--- config.mk ---
export PLATFORM = sky130hd
export DESIGN_NAME = sc_port_scheduler
export DESIGN_NICKNAME = d
export VERILOG_FILES = /design/src/rtl/sc_types_pkg.sv /design/src/rtl/sc_rr_pick.sv /design/src/rtl/sc_port_scheduler.sv
export SDC_FILE = /design/constraint.sdc
export NUM_CORES = 1
export LEC_CHECK = 0
export ABC_AREA = 1
export CAP_MARGIN = 20
export CELL_PAD_IN_SITES_DETAIL_PLACEMENT = 1
export CELL_PAD_IN_SITES_GLOBAL_PLACEMENT = 2
export CORE_MARGIN = 1
export CORE_UTILIZATION = 38
export CTS_CLUSTER_SIZE = 24
export DETAILED_ROUTE_END_ITERATION = 8
export PLACE_DENSITY_LB_ADDON = 0.1
export SYNTH_ARGS = -nofsm -noshare
export SYNTH_HDL_FRONTEND = slang
export SYNTH_SLANG_ARGS = --single-unit
--- constraint.sdc ---
create_clock -name clk -period 18.3 [get_ports clk]
set_input_delay 2.745 -clock clk [delete_from_list [all_inputs] [get_ports clk]]
set_output_delay 2.745 -clock clk [all_outputs]
set_load 0.01 [all_outputs]
--- src/rtl/sc_types_pkg.sv ---
// Shared types for the charging-port scheduler: scheduler states, grid codes, budget map.
// Latency: n/a (types and a pure function only).
// Backpressure: n/a.
package sc_types_pkg;

  typedef enum logic [1:0] {
    S_IDLE = 2'd0,
    S_RUN  = 2'd1,
    S_GAP  = 2'd2,
    S_HOLD = 2'd3
  } sched_state_t;

  typedef logic [1:0] grid_state_t;

  localparam grid_state_t GRID_NORMAL   = 2'd0;
  localparam grid_state_t GRID_UNSTABLE = 2'd1;
  localparam grid_state_t GRID_CRITICAL = 2'd2;

  // Concurrent-grant budget allowed by the grid; code 3 is handled like CRITICAL.
  function automatic int grid_budget(input grid_state_t g, input int max_normal,
                                     input int max_unstable);
    case (g)
      GRID_NORMAL:   return max_normal;
      GRID_UNSTABLE: return max_unstable;
      default:       return 0;
    endcase
  endfunction

endpackage

--- src/rtl/sc_rr_pick.sv ---
// Picks the first k set bits of mask in round-robin order starting at ptr (or the reverse order).
// Latency: purely combinational.
// Backpressure: none; output follows inputs.
module sc_rr_pick #(
  parameter int N       = 4,
  parameter bit REVERSE = 1'b0
) (
  input  logic [N-1:0]           mask,
  input  logic [$clog2(N)-1:0]   ptr,
  input  logic [$clog2(N+1)-1:0] k,
  output logic [N-1:0]           pick,
  output logic [$clog2(N)-1:0]   last
);

  localparam int PW = $clog2(N);
  localparam int KW = $clog2(N+1);

  logic [KW-1:0] taken;
  logic [PW-1:0] idx;

  // Walk the ring once; reverse order visits ptr-1 first, i.e. the port farthest from ptr.
  always_comb begin
    pick  = '0;
    last  = '0;
    taken = '0;
    idx   = '0;
    for (int i = 0; i < N; i++) begin
      if (REVERSE) idx = PW'((int'(ptr) + N - 1 - i) % N);
      else         idx = PW'((int'(ptr) + i) % N);
      if (mask[idx] && (taken < k)) begin
        pick[idx] = 1'b1;
        last      = idx;
        taken     = taken + 1'b1;
      end
    end
  end

endmodule

--- src/rtl/sc_port_scheduler.sv ---
// Shares the grid power budget between charging ports with round-robin time slices.
// Latency: every output is registered, one cycle after any input change.
// Backpressure: none; grants drop as soon as req falls or the budget shrinks.
module sc_port_scheduler
  import sc_types_pkg::*;
#(
  parameter int N_PORTS          = 4,
  parameter int MAX_ACT_NORMAL   = 2,
  parameter int MAX_ACT_UNSTABLE = 1,
  parameter int SLOT_CYCLES      = 1000,
  parameter int GAP_CYCLES       = 16,
  parameter int HOLD_CYCLES      = 64
) (
  input  logic                         clk,
  input  logic                         reset,
  input  logic [1:0]                   grid_state,
  input  logic [N_PORTS-1:0]           req,
  output logic [N_PORTS-1:0]           grant,
  output logic [$clog2(N_PORTS+1)-1:0] active_count,
  output logic [1:0]                   sched_state,
  output logic                         fault
);

  localparam int PW = $clog2(N_PORTS);
  localparam int CW = $clog2(N_PORTS+1);
  localparam int SW = $clog2(SLOT_CYCLES+1);
  localparam int GW = $clog2(GAP_CYCLES+1);
  localparam int HW = $clog2(HOLD_CYCLES+1);

  sched_state_t        state_q, state_n;
  logic [N_PORTS-1:0]  grant_q, grant_n;
  logic [CW-1:0]       count_q;
  logic                fault_q;
  logic [PW-1:0]       ptr_q, ptr_n;
  logic [SW-1:0]       slot_q, slot_n;
  logic [GW-1:0]       gap_q, gap_n;
  logic [HW-1:0]       hold_q, hold_n;

  logic [CW-1:0]       budget, kept_cnt, shed_k, fill_k;
  logic [N_PORTS-1:0]  kept, shed_pick, fill_pick, cand;
  logic [PW-1:0]       shed_last, fill_last, hi_idx, idx;
  logic                critical;

  assign budget   = CW'(grid_budget(grid_state, MAX_ACT_NORMAL, MAX_ACT_UNSTABLE));
  assign critical = grid_state[1];
  assign kept     = grant_q & req;
  assign kept_cnt = CW'($countones(kept));
  assign shed_k   = (kept_cnt > budget) ? kept_cnt - budget : '0;
  assign fill_k   = (kept_cnt < budget) ? budget - kept_cnt : '0;
  // grant is zero outside S_RUN, so the same fill path also serves fresh allocation.
  assign cand     = (kept & ~shed_pick) | fill_pick;

  sc_rr_pick #(.N(N_PORTS), .REVERSE(1'b1)) u_shed (
    .mask(kept), .ptr(ptr_q), .k(shed_k), .pick(shed_pick), .last(shed_last)
  );

  sc_rr_pick #(.N(N_PORTS), .REVERSE(1'b0)) u_fill (
    .mask(req & ~kept), .ptr(ptr_q), .k(fill_k), .pick(fill_pick), .last(fill_last)
  );

  // Last candidate grant in RR order; the next slot starts just after it.
  always_comb begin
    hi_idx = ptr_q;
    idx    = '0;
    for (int i = 0; i < N_PORTS; i++) begin
      idx = PW'((int'(ptr_q) + i) % N_PORTS);
      if (cand[idx]) hi_idx = idx;
    end
  end

  // Next-state and next-grant logic; CRITICAL overrides everything else.
  always_comb begin
    state_n = state_q;
    grant_n = grant_q;
    ptr_n   = ptr_q;
    slot_n  = slot_q;
    gap_n   = gap_q;
    hold_n  = hold_q;
    if (critical) begin
      state_n = S_HOLD;
      grant_n = '0;
      hold_n  = '0;
    end else begin
      case (state_q)
        S_HOLD: begin
          grant_n = '0;
          if (grid_state == GRID_NORMAL) begin
            if (hold_q == HW'(HOLD_CYCLES-1)) begin
              state_n = S_IDLE;
              hold_n  = '0;
            end else begin
              hold_n = hold_q + 1'b1;
            end
          end else begin
            hold_n = '0;
          end
        end
        S_IDLE: begin
          grant_n = '0;
          if (cand != '0) begin
            grant_n = cand;
            state_n = S_RUN;
            slot_n  = '0;
          end
        end
        S_GAP: begin
          grant_n = '0;
          if (gap_q == GW'(GAP_CYCLES-1)) begin
            gap_n   = '0;
            slot_n  = '0;
            grant_n = cand;
            state_n = (cand != '0) ? S_RUN : S_IDLE;
          end else begin
            gap_n = gap_q + 1'b1;
          end
        end
        S_RUN: begin
          if (req == '0) begin
            state_n = S_IDLE;
            grant_n = '0;
            slot_n  = '0;
          end else if (slot_q == SW'(SLOT_CYCLES-1)) begin
            slot_n = '0;
            if ((req & ~cand) != '0) begin
              if (cand != '0) ptr_n = PW'((int'(hi_idx) + 1) % N_PORTS);
              grant_n = '0;
              gap_n   = '0;
              state_n = S_GAP;
            end else begin
              grant_n = cand;
            end
          end else begin
            slot_n  = slot_q + 1'b1;
            grant_n = cand;
          end
        end
        default: begin
          state_n = S_HOLD;
          grant_n = '0;
          hold_n  = '0;
        end
      endcase
    end
  end

  // State registers; reset clears all scheduling history including the RR pointer.
  always_ff @(posedge clk or posedge reset) begin
    if (reset) begin
      state_q <= S_IDLE;
      grant_q <= '0;
      count_q <= '0;
      fault_q <= 1'b0;
      ptr_q   <= '0;
      slot_q  <= '0;
      gap_q   <= '0;
      hold_q  <= '0;
    end else begin
      state_q <= state_n;
      grant_q <= grant_n;
      count_q <= CW'($countones(grant_n));
      fault_q <= (state_n == S_HOLD);
      ptr_q   <= ptr_n;
      slot_q  <= slot_n;
      gap_q   <= gap_n;
      hold_q  <= hold_n;
    end
  end

  assign grant        = grant_q;
  assign active_count = count_q;
  assign sched_state  = state_q;
  assign fault        = fault_q;

endmodule
* Word level (Yosys, flattened, before mapping)
Cells that the tools add are included.
** Word-level totals
- Register bits after elaboration :: 34
- Bits in latches :: 0
- Bits in writable memories :: 0
- Bits in read-only memories :: 0
- Bits of input ports :: 8
- Output and inout bits :: 10
- Logic and storage cells :: 203
- Memories kept :: 0
** Operators by class
- $add $sub $neg :: 24
- $mul :: 0
- Divide/modulo/power cells :: 0
- Order comparisons :: 26
- Eq/ne operators :: 13
- Shift-type cells :: 0
- Muxes and demuxes :: 89
- Bitwise operators :: 16
- Reductions and logical operators :: 27
** Operator list (number)
- 2-to-1 mux 4 bit :: 14
- 2-to-1 mux 10 bit :: 4
- case mux 10 bit (3 select lines) :: 1
- 2-to-1 mux 7 bit :: 4
- bitwise OR 4 bit :: 7
- less-than comparator 2 x 3 -> 1 bit (second input constant) :: 8
- binary-select mux 1 bit (select 2 bit) :: 11
- 2-to-1 mux 1 bit :: 22
- 2-to-1 mux 2 bit :: 11
- 2-to-1 mux 5 bit :: 4
- 2-to-1 mux 3 bit :: 6
- bitwise AND 4 bit :: 4
- demux 1 bit (select 2 bit) :: 8
- >= comparator 2 x 1 -> 1 bit (second input constant) :: 8
- logical AND 1 bit :: 16
- case mux 4 bit (4 select lines) :: 1
- less-than comparator 3 bit :: 5
- NOT 4 bit :: 3
- adder 10 x 1 -> 10 bit (second input constant) :: 1
- equality test 10 bit (second input constant) :: 1
- != test 2 bit (second input constant) :: 5
- case mux 5 bit (2 select lines) :: 1
- adder 1 x 1 -> 2 bit :: 4
- case mux 2 bit (4 select lines) :: 1
- other kinds (27) :: 45

* Logic depth before layout (Yosys ltp)
Gate-level depths: netlist (run 1).
- Depth in word-level cells :: 30
- Mapped depth :: 41
- Mapped depth without buffers :: 41

* Hierarchy
From an unflattened synthesis (run 1), not the netlist that was laid out.
** Second synthesis, totals
- Cell total of the unflattened synthesis :: 549
- Area total of the unflattened synthesis :: 3759.9 um^2
** Modules (own cells, without submodules)
- sc_port_scheduler :: instances 1, cells an instance 336, area an instance 2457.4 um^2, sequential area each 850.8 um^2
- sc_rr_pick at u_shed :: instances 1, cells an instance 108, area an instance 729.4 um^2, sequential area each 0.0 um^2
- sc_rr_pick at u_fill :: instances 1, cells an instance 105, area an instance 573.0 um^2, sequential area each 0.0 um^2

* Least setup slack after synthesis (run 1)
Ideal clock, no wire load.
- Path type :: input -> register
- Start point :: input port req[0]
- End point :: register count_q[1] (netlist: active_count[1])
- Arrival time :: 8000 ps
- Data required time :: 18174 ps
- Path slack :: 10174 ps
- Stages :: 38
- Cells stage by stage :: nand2_1 -> fa_1 -> inv_1 -> ha_1 -> ha_1 -> inv_1 -> fa_1 -> inv_1 -> nand2_1 -> nand2_2 -> o21ai_2 -> o21ai_1 -> nand3_2 -> ha_1 -> inv_1 -> nand4_1 -> nand3_2 -> nand3_4 -> (+2 left out) -> nand2_1 -> inv_1 -> nand2_2 -> nand4_1 -> nand3_2 -> o22ai_1 -> inv_1 -> nand2_2 -> nand2_2 -> nand2_1 -> o21ai_2 -> nand2_2 -> nor2_1 -> inv_1 -> fa_1 -> inv_1 -> ha_1 -> ha_1
** Between the ends
- Cells in the longest elaborated chain, start to end :: 30
- Elaborated cells between the ends (all ways) :: 85
** Ends and longest elaborated chain
- start: declaration :: RTL line sc_port_scheduler.sv:17 : input logic [N_PORTS-1:0] req,
- bitwise AND 4 bit :: RTL line sc_port_scheduler.sv:46 : assign kept = grant_q & req;
- adder 1 x 1 -> 2 bit (implied by the code) :: RTL line sc_port_scheduler.sv:47 : assign kept_cnt = CW'($countones(kept));
- adder 2 x 2 -> 3 bit (implied by the code) :: RTL line sc_port_scheduler.sv:47
- subtractor 3 bit / > comparator 3 bit (equally long branches) :: RTL line sc_port_scheduler.sv:48 : assign shed_k = (kept_cnt > budget) ? kept_cnt - budget : '0;
- 2-to-1 mux 3 bit :: RTL line sc_port_scheduler.sv:48
- less-than comparator 1 x 3 -> 1 bit :: RTL line sc_rr_pick.sv:30 : if (mask[idx] && (taken < k)) begin
- logical AND 1 bit :: RTL line sc_rr_pick.sv:30
- 2-to-1 mux 1 bit :: RTL line sc_rr_pick.sv:30
- (+15 left out)
- 2-to-1 mux 4 bit :: RTL line sc_port_scheduler.sv:124 : if ((req & ~cand) != '0) begin
- 2-to-1 mux 4 bit :: RTL line sc_port_scheduler.sv:122 : end else if (slot_q == SW'(SLOT_CYCLES-1)) begin
- 2-to-1 mux 4 bit :: RTL line sc_port_scheduler.sv:118 : if (req == '0) begin
- case mux 4 bit (4 select lines) (*) :: RTL line sc_port_scheduler.sv:84 : case (state_q)
- 2-to-1 mux 4 bit (*) :: RTL line sc_port_scheduler.sv:79 : if (critical) begin
- via grant_n[0] :: RTL line sc_port_scheduler.sv:31 : logic [N_PORTS-1:0] grant_q, grant_n;
- adder 1 x 1 -> 2 bit (implied by the code) (*) :: RTL line sc_port_scheduler.sv:160 : count_q <= CW'($countones(grant_n));
- adder 2 x 2 -> 3 bit (implied by the code) (*) :: RTL line sc_port_scheduler.sv:160
- end signal: assignment :: RTL line sc_port_scheduler.sv:160
- end: declaration :: RTL line sc_port_scheduler.sv:32 : logic [CW-1:0] count_q;
The timed path passes the listed nets; every way through them passes the cells marked *. The select of a mux whose other input is x is not followed.
A chain may end at the register's enable or synchronous reset.

* Worst setup path in the final report (run 1)
Same ends and word-level chain as after synthesis.

==> impl_metrics.toml, run 1 <==
[yosys]
synth_edf_count = 0
yosys.area.top_type = "dfrtp_1"
synth_common_cells = "91 x nand2_1, 79 x inv_1, 50 x nor2_1"
synth_ff_type = "dfrtp_1"
ys_top_cells_by_area = "dfrtp_1 25%, nand2_1 10%, inv_1 8.8%"
yosys.cell_count.top_type = "nand2_1"
syn_nets = 519
avgSynthCellArea_um2 = 6.96
synth_top_area_frac = 0.252
synth_area_mm2 = 0.00337
synthCells = 484
synthArstFlopShare = 1.00
synth-seq-cells = 34
synth-seq-area-share = 0.252
synth_cell_types = 40
yosysWarnings = 0

[clocking]
cts_made_buffers = 5
post-cts-setup-buffers = 0
clkSinkCount = 34
clk_pin_slew_worst_paths_ns = 0.07
cts_buffer_depth = 2
clkLatencyLatePin_ns = 0.29
clock-root-buffer = "clkbuf_8"
cts_tree = "yes"
cts_resized = 0
cts_hold_buf = 0
h-tree-depth = 2

[power_and_ir_drop]
ir_worst_vdd_v = 0.0000467
power_density_mw_per_mm2 = 65.9
leakagePower_nw = 1.81

[global_route]
grt_pass1_wl_um = 16000
grt_usage = 0.227
antenna_found_initial = 0
overflow = 0
grt_pass1_vias = 3307
grt_max_degree = 35

[sta]
fin_crit_sh = 0.512
grt_setup_unrepaired = "no"
hold_violations = 0
maxSlewHeadroom = 0.419
fin_crit_ns = 9.37
clock_skew_ns = 0.00520
maxSlewViolCount = 0
setup_viol = 0
max_freq_mhz = 107
worstMarginPinSlew_ns = 0.864
setup_tns_ns = 0

[worst_hold_path]
hold_path.class = "reg2reg"
min_from = "gap_q[4]"

[die]
die_w_um = 96.2
core_area_mm2 = 0.00838
die-height_um = 96.2
start_util = 0.402
row_count = 33
ioPinCount = 18
dieArea_mm2 = 0.00925

[worst_setup_path]
required_ns = 18.48
cpPeakStageDelay_ns = 0.65
crit_start = "req[0]"
crit_path_top_delay_cell = "clkdlybuf4s50_1"
r2r-start = "grant[0]"
endpoint_kind = "flip-flop"
crit_type = "in2reg"
cp-start-kind = "input port"
cp_data_arrival_time_ns = 9.55
crit_fanout = 7

[layout]
diodes = 0
drive_above_1_share = 0.148
layout.nets = 540
final_cells = 611
seq_area_um2 = 851
syn_to_final_growth_pct = 11.1
multi_input_area_mm2 = 0.00212
fillers = 1098

[place]
hpwlAfterDp_um = 7770
port_buffers = 17
place_congestion = 0.884
place_inst = 603

[run]
max_cap_violations = 0

[drt]
wl_per_cell_um = 15.8
avgViaCountPerCell = 5.25
ant_nets = 0
vias = 3208
first_pass_iters = 4
drc = 0
drt_wl_total_um = 9630
drt_iter0_drc = 49

[status]
status = "complete, no violations"
[cells by family after synthesis]
kind of cell,synth area share
simple gates,0.394
buf+inv,0.119
compound gates,0.110
flops,0.252
fa+ha+maj,0.111
xor+xnor,0.0104
mux,0.00297
[through the flow]
step / hold WS [ns] / instance area, um^2 / setup WS [ns] / utilization / total power [mW]
4_1_cts: 0.500 / 3750 / 8.90 / 0.447 / 0.250
5_1_grt: 0.537 / 3750 / 8.49 / 0.447 / 0.267
3_3_place_gp: 0.476 / 3640 / 8.77 / 0.434 / 0.178
2_1_floorplan: 0.459 / 3370 / 10.17 / - / 0.162
6_report: 0.494 / 3750 / 8.93 / 0.447 / 0.247
3_5_place_dp: 0.487 / 3640 / 8.59 / 0.434 / 0.182
[layout by cell type, fill, tap and decap left out, types with 8 or more instances in the layout]
master and instances:
nand2_2 16, nor2_1 50, ha_1 22, nor3_1 9, inv_2 10, o21ai_1 8, clkbuf_8 8, nand3_1 44
clkdlybuf4s50_1 17, a21oi_1 13, inv_1 79, o21ai_0 14, o21ai_2 11, nand2_1 91, nand4_1 18, nand3_2 14
dfrtp_1 34
[critical path, delay by kind of cell]
| kind | cells | cell delay, ns |
|---|---|---|
| AOI/OAI and AO/OA | 5 | 0.81 |
| adders and majority gates | 10 | 2.90 |
| and+or+nand+nor | 17 | 2.00 |
| buffers and inverters | 8 | 1.07 |
[registers in the layout, indices dropped and copies added, names as in the netlist]
name          flops
ptr_q             2
sched_state       2
fault             1
active_count      3
hold_q            7
slot_q           10
grant             4
gap_q             5
[report_power, final]
group          switching (mW)  leakage (nW)  total [mW]  internal, mW
combinational          0.0478          1.31      0.0771        0.0293
sequential             0.0128         0.437       0.103        0.0903
clock                  0.0286        0.0575      0.0666        0.0380
[per-layer routing]
metal	wire, um	vias to the layer above	track usage
li1	-	1620	-
met1	4320	1542	0.267
met2	4880	27	0.415
met3	95	19	0.0174
met4	330	0	0.103
met5	0	-	0
[area by class of cell]
type / instances / area share
Clock buffer: 8 / 0.0294
Inverter: 92 / 0.0935
Multi-Input combinational cell: 353 / 0.565
Sequential cell: 34 / 0.227
Tap cell: 105 / 0.0351
Timing Repair Buffer: 19 / 0.0494
[worst paths after layout]
kind | to | cells past startpoint | slack (ns)
max | active_count[1] | 40 | 8.93
min in group asynchronous | hold_q[2] | 3 | 2.85
min reg2reg | gap_q[4] | 2 | 0.49
max reg2reg | active_count[1] | 39 | 11.59
min | gap_q[4] | 2 | 0.49
max in group asynchronous | slot_q[2] | 3 | 15.13
Note: power is estimated with default switching activity, not from simulation.
==> inputs of run 2 (changes only) <==
--- a/config.mk
+++ b/config.mk
@@ -10,7 +10,7 @@
 export CELL_PAD_IN_SITES_DETAIL_PLACEMENT = 1
 export CELL_PAD_IN_SITES_GLOBAL_PLACEMENT = 2
 export CORE_MARGIN = 1
-export CORE_UTILIZATION = 38
+export CORE_UTILIZATION = 35
 export CTS_CLUSTER_SIZE = 24
 export DETAILED_ROUTE_END_ITERATION = 8
 export PLACE_DENSITY_LB_ADDON = 0.1
==> constraint.sdc (replaced) <==
create_clock -name clk -period 9.4 [get_ports clk]
set_input_delay 1.41 -clock clk [delete_from_list [all_inputs] [get_ports clk]]
set_output_delay 1.41 -clock clk [all_outputs]
set_load 0.01 [all_outputs]
==> impl_metrics.toml, run 2 (synthesized netlist as in run 1, its figures left out) <==
[status]
status = "complete, no violations"

[clocking]
cts_buffer_depth = 2
h-tree-depth = 2
clkLatencyLatePin_ns = 0.28
cts_tree = "yes"
clkSinkCount = 34
cts_made_buffers = 5
cts_resized = 0
cts_hold_buf = 0
clk_pin_slew_worst_paths_ns = 0.07
clock-root-buffer = "clkbuf_8"
post-cts-setup-buffers = 0

[global_route]
grt.busiest_layer = "met2"
grt_max_degree = 35
antenna_found_initial = 0
grt_pass1_vias = 3292
use_met2 = 0.364
use_met1 = 0.244
grt_usage = 0.198
grt_pass1_wl_um = 15800
met3_usage = 0.0153
overflow = 0

[sta]
setup_tns_ns = 0
worstMarginPinSlew_ns = 0.787
fin_crit_sh = 0.836
maxSlewViolCount = 0
max_freq_mhz = 127
maxSlewHeadroom = 0.470
setup_viol = 0
hold_violations = 0
fin_crit_ns = 7.86
clock_skew_ns = 0.00253
grt_setup_unrepaired = "no"

[power_and_ir_drop]
power_frac_comb = 0.324
pwr-share-clk = 0.242
power_density_mw_per_mm2 = 123
switching_power_uw = 170
leakagePower_nw = 1.80
seq_power_share = 0.434
netSwitchingFraction = 0.368
ir_worst_vdd_v = 0.000108
internal_power_uw = 292

[worst_hold_path]
hold_path.class = "reg2reg"
whs_path_depth = 2
hold_end = "gap_q[4]"
min_from = "gap_q[4]"

[layout]
multi_input_area_mm2 = 0.00212
final_common_cell = "nand2_1"
largestRegisters = "slot_q x10, hold_q x7, gap_q x5"
top_register = "slot_q"
final_cell_mix = "91 x nand2_1, 79 x inv_1, 50 x nor2_1, 44 x nand3_1, 34 x dfrtp_1"
seq_area_um2 = 851
layout.nets = 540
fillers = 1214
final_cell_area_mm2 = 0.00376
syn_to_final_growth_pct = 11.5
diodes = 0
largest_register_ffs = 10
post-route-util = 0.405
drive_above_1_share = 0.146

[worst_setup_path]
r2r_end = "active_count[1]"
required_ns = 9.57
r2r_slack_ns = 2.85
crit_path_top_delay_cell = "clkdlybuf4s50_1"
r2r_cells = 37
r2r-start = "grant[0]"
cp_data_arrival_time_ns = 8.02
endpoint_kind = "flip-flop"
path_common_cell = "ha_1"
crit_type = "in2reg"
cpPeakStageDelay_ns = 0.59
cp-start-kind = "input port"
crit_fanout = 7

[place]
place_congestion = 0.816
hpwlAfterDp_um = 7540
placed_area_mm2 = 0.00367
port_buffers = 17

[drt]
wl_per_cell_um = 14.5
ant_nets = 0
drc = 0
avgViaCountPerCell = 5.05
first_pass_iters = 4
vias = 3205
drt_wl_total_um = 9230
drt_iter0_drc = 78

[die]
core_area_mm2 = 0.00928
dieArea_mm2 = 0.0100
ioPinCount = 18
start_util = 0.363
die-height_um = 100
die_w_um = 100
row_count = 35

[run]
max_cap_violations = 0
==> run 2: cell count changes in the layout (fill, tap and decap cells not counted), sizes merged <==
| cell | delta |
|---|---|
| clkbuf | -1 |
| clkinv | +1 |
==> run 2: worst max-delay path by stage <==
stage | start | endpoint | slack [ns] | cells past startpoint
floorplan | req[0] | active_count[1] | 2.61 | 38
global placement | req[0] | active_count[1] | 1.30 | 38
detailed placement | req[0] | active_count[1] | 1.21 | 38
CTS | req[0] | active_count[1] | 1.51 | 38
global route | req[0] | active_count[1] | 1.07 | 40
finish | req[0] | active_count[1] | 1.54 | 38
==> run 2: area by class of cell <==
cell class | count | share of cell area
timing repair buffer | 19 | 0.0493
clock inverter | 1 | 0.00133
multi-input combinational | 353 | 0.564
tap | 129 | 0.0430
clock buffer | 7 | 0.0230
sequential | 34 | 0.226
inverter | 92 | 0.0932
==> run 2: worst max-delay path, delay by kind of cell <==
family	cells	cell delay [ns]
adders and majority gates	10	3.03
and+or+nand+nor	17	1.95
AOI/OAI and AO/OA	5	0.74
buffers and inverters	6	0.89
==> run 2: metrics by stage <==
step	power [mW]	hold slack (ns)	instances	setup WS (ns)
2_1_floorplan	0.316	0.459	484	2.61
3_3_place_gp	0.350	0.475	627	1.30
3_5_place_dp	0.355	0.486	627	1.21
4_1_cts	0.471	0.499	635	1.51
5_1_grt	0.500	0.529	635	1.07
6_report	0.462	0.496	635	1.54
==> run 2: power groups by stage <==
stage	Sequential (mW)	Combinational [mW]	Clock, mW
2_1_floorplan	0.197	0.119	0
3_3_place_gp	0.203	0.147	0
3_5_place_dp	0.203	0.152	0
4_1_cts	0.201	0.152	0.118
5_1_grt	0.204	0.174	0.122
6_report	0.201	0.149	0.112
==> run 2: routing by layer <==
| layer | wire length (um) | part of all wire | up-vias |
|---|---|---|---|
| met5 | 0 | 0 | - |
| li1 | - | - | 1625 |
| met2 | 4750 | 0.51 | 37 |
| met1 | 4110 | 0.45 | 1530 |
| met3 | 168 | 0.018 | 13 |
| met4 | 204 | 0.022 | 0 |
==> inputs of run 3 (changes only) <==
--- a/config.mk
+++ b/config.mk
@@ -10,7 +10,7 @@
 export CELL_PAD_IN_SITES_DETAIL_PLACEMENT = 1
 export CELL_PAD_IN_SITES_GLOBAL_PLACEMENT = 2
 export CORE_MARGIN = 1
-export CORE_UTILIZATION = 35
+export CORE_UTILIZATION = 32
 export CTS_CLUSTER_SIZE = 24
 export DETAILED_ROUTE_END_ITERATION = 8
 export PLACE_DENSITY_LB_ADDON = 0.1
==> constraint.sdc (replaced) <==
create_clock -name clk -period 7.1 [get_ports clk]
set_input_delay 1.065 -clock clk [delete_from_list [all_inputs] [get_ports clk]]
set_output_delay 1.065 -clock clk [all_outputs]
set_load 0.01 [all_outputs]
==> impl_metrics.toml, run 3 (synthesized netlist as in run 1, its figures left out) <==
[die]
ioPinCount = 18
die-height_um = 105
dieArea_mm2 = 0.0109
die_w_um = 105
core_area_mm2 = 0.0103
row_count = 37
start_util = 0.328

[layout]
fillers = 1340
post-route-util = 0.411
final_cell_mix = "86 x nand2_1, 78 x inv_1, 48 x buf_4, 46 x nor2_1, 44 x nand3_1"
largestRegisters = "slot_q x10, hold_q x7, gap_q x5"
top_register = "slot_q"
layout.nets = 587
drive_above_1_share = 0.250
largest_register_ffs = 10
diodes = 0
final_common_cell = "nand2_1"
syn_to_final_growth_pct = 25.2

[global_route]
grt_pass1_wl_um = 17400
overflow = 0
grt_usage = 0.198
grt_pass1_vias = 3599
grt_max_degree = 35
antenna_found_initial = 0

[place]
port_buffers = 17
dp_slack_ns = -0.526
hpwlAfterDp_um = 8310
place_congestion = 0.781

[clocking]
clock-root-buffer = "clkbuf_8"
clk_pin_slew_worst_paths_ns = 0.08
clkLatencyLatePin_ns = 0.29
h-tree-depth = 2
cts_tree = "yes"
clkSinkCount = 34
cts_made_buffers = 5
cts_buffer_depth = 2

[worst_setup_path]
crit_start = "req[0]"
crit_path_end = "active_count[1]"
cp-start-kind = "input port"
r2r_end = "active_count[1]"
cpPeakStageDelay_ns = 0.54
endpoint_kind = "flip-flop"
crit_path_top_delay_cell = "fa_1"
crit_type = "in2reg"
r2r-start = "grant[0]"
cp_data_arrival_time_ns = 6.90
required_ns = 7.28
crit_fanout = 4
r2r_slack_ns = 0.89
r2r_cells = 37

[drt]
drc = 2
wl_per_cell_um = 14.9
drt_wl_total_um = 10300
avgViaCountPerCell = 4.92
ant_nets = 0
first_pass_iters = 6
drt_iter0_drc = 68
vias = 3389

[sta]
maxSlewHeadroom = 0.477
fin_crit_ns = 6.72
setup_viol = 0
hold_violations = 0
clock_skew_ns = 0.00772
max_freq_mhz = 149
layout_setup_ws_ns = 0.382
maxSlewViolCount = 0
worstMarginPinSlew_ns = 0.778
fin_crit_sh = 0.946

[power_and_ir_drop]
power_density_mw_per_mm2 = 157
ir_worst_vdd_v = 0.000153
leakagePower_nw = 2.04

[run]
max_cap_violations = 0

[status]
status = "finished with violations"
violations = "DRC"

[worst_hold_path]
hold_path.class = "reg2reg"
## run 3: changes by cell type in the layout (fill, tap and decap cells not counted), moves of 3 or more
cell / delta
buf_4: +46
nand2_1: -5
nand2_2: +5
nor2_1: -4
nor2_2: +4
clkdlybuf4s50_1: -3
## run 3: cell type report
type / instances / area, um^2 / share of cell area
clock buffer: 5 / 68.8 / 0.0163
clock inverter: 3 / 40.0 / 0.00949
tap: 136 / 170 / 0.0403
timing repair buffer: 66 / 551 / 0.130
multi-input combinational: 353 / 2190 / 0.519
inverter: 92 / 350 / 0.0830
sequential: 34 / 851 / 0.202
## run 3: stage by stage
step	setup TNS (ns)	hold WS [ns]	total power, mW	std cells	area, um^2
2_1_floorplan	0	0.459	0.419	484	3370
3_3_place_gp	-0.809	0.478	0.477	671	3970
3_5_place_dp	-1.34	0.492	0.487	671	3970
4_1_cts	0	0.510	0.670	683	4140
5_1_grt	-0.00985	0.545	0.714	689	4220
6_report	0	0.503	0.664	689	4220
## run 3: timing repair
action | in CTS | in global routing
gates resized for setup | 10 | 10
pin swaps | 11 | 15
hold endpoints to repair | 0 | 0
hold buffers | 0 | 0
setup buffers | 4 | 6
setup endpoints to repair | 3 | 3
## run 3: worst min-delay path by stage
stage,start,to,slack (ns),cells past startpoint
after floorplan,gap_q[3],gap_q[3],0.46,2
after global placement,gap_q[3],gap_q[3],0.48,2
after detailed placement,gap_q[3],gap_q[3],0.49,2
after CTS,gap_q[3],gap_q[3],0.51,2
after global routing,gap_q[3],gap_q[3],0.55,2
final,gap_q[3],gap_q[3],0.50,2
## run 3: critical path: cells and delay by family
family                     cells  cell delay (ns)
AOI/OAI and AO/OA              5             0.72
and+or+nand+nor               15             1.42
adders and majority gates     10             3.01
buffers and inverters          8             0.68
## run 3: metal layers
layer	share of wire	routed length, um	global-route usage	vias up
li1	-	-	-	1724
met1	0.43	4430	0.232	1622
met2	0.53	5480	0.377	31
met3	0.014	147	0.0162	12
met4	0.021	214	0.0644	0
met5	0	0	0	-
## run 3: power breakdown
part | switching (mW) | internal (mW)
Clock | 0.0753 | 0.103
Combinational | 0.129 | 0.0894
Sequential | 0.0340 | 0.233
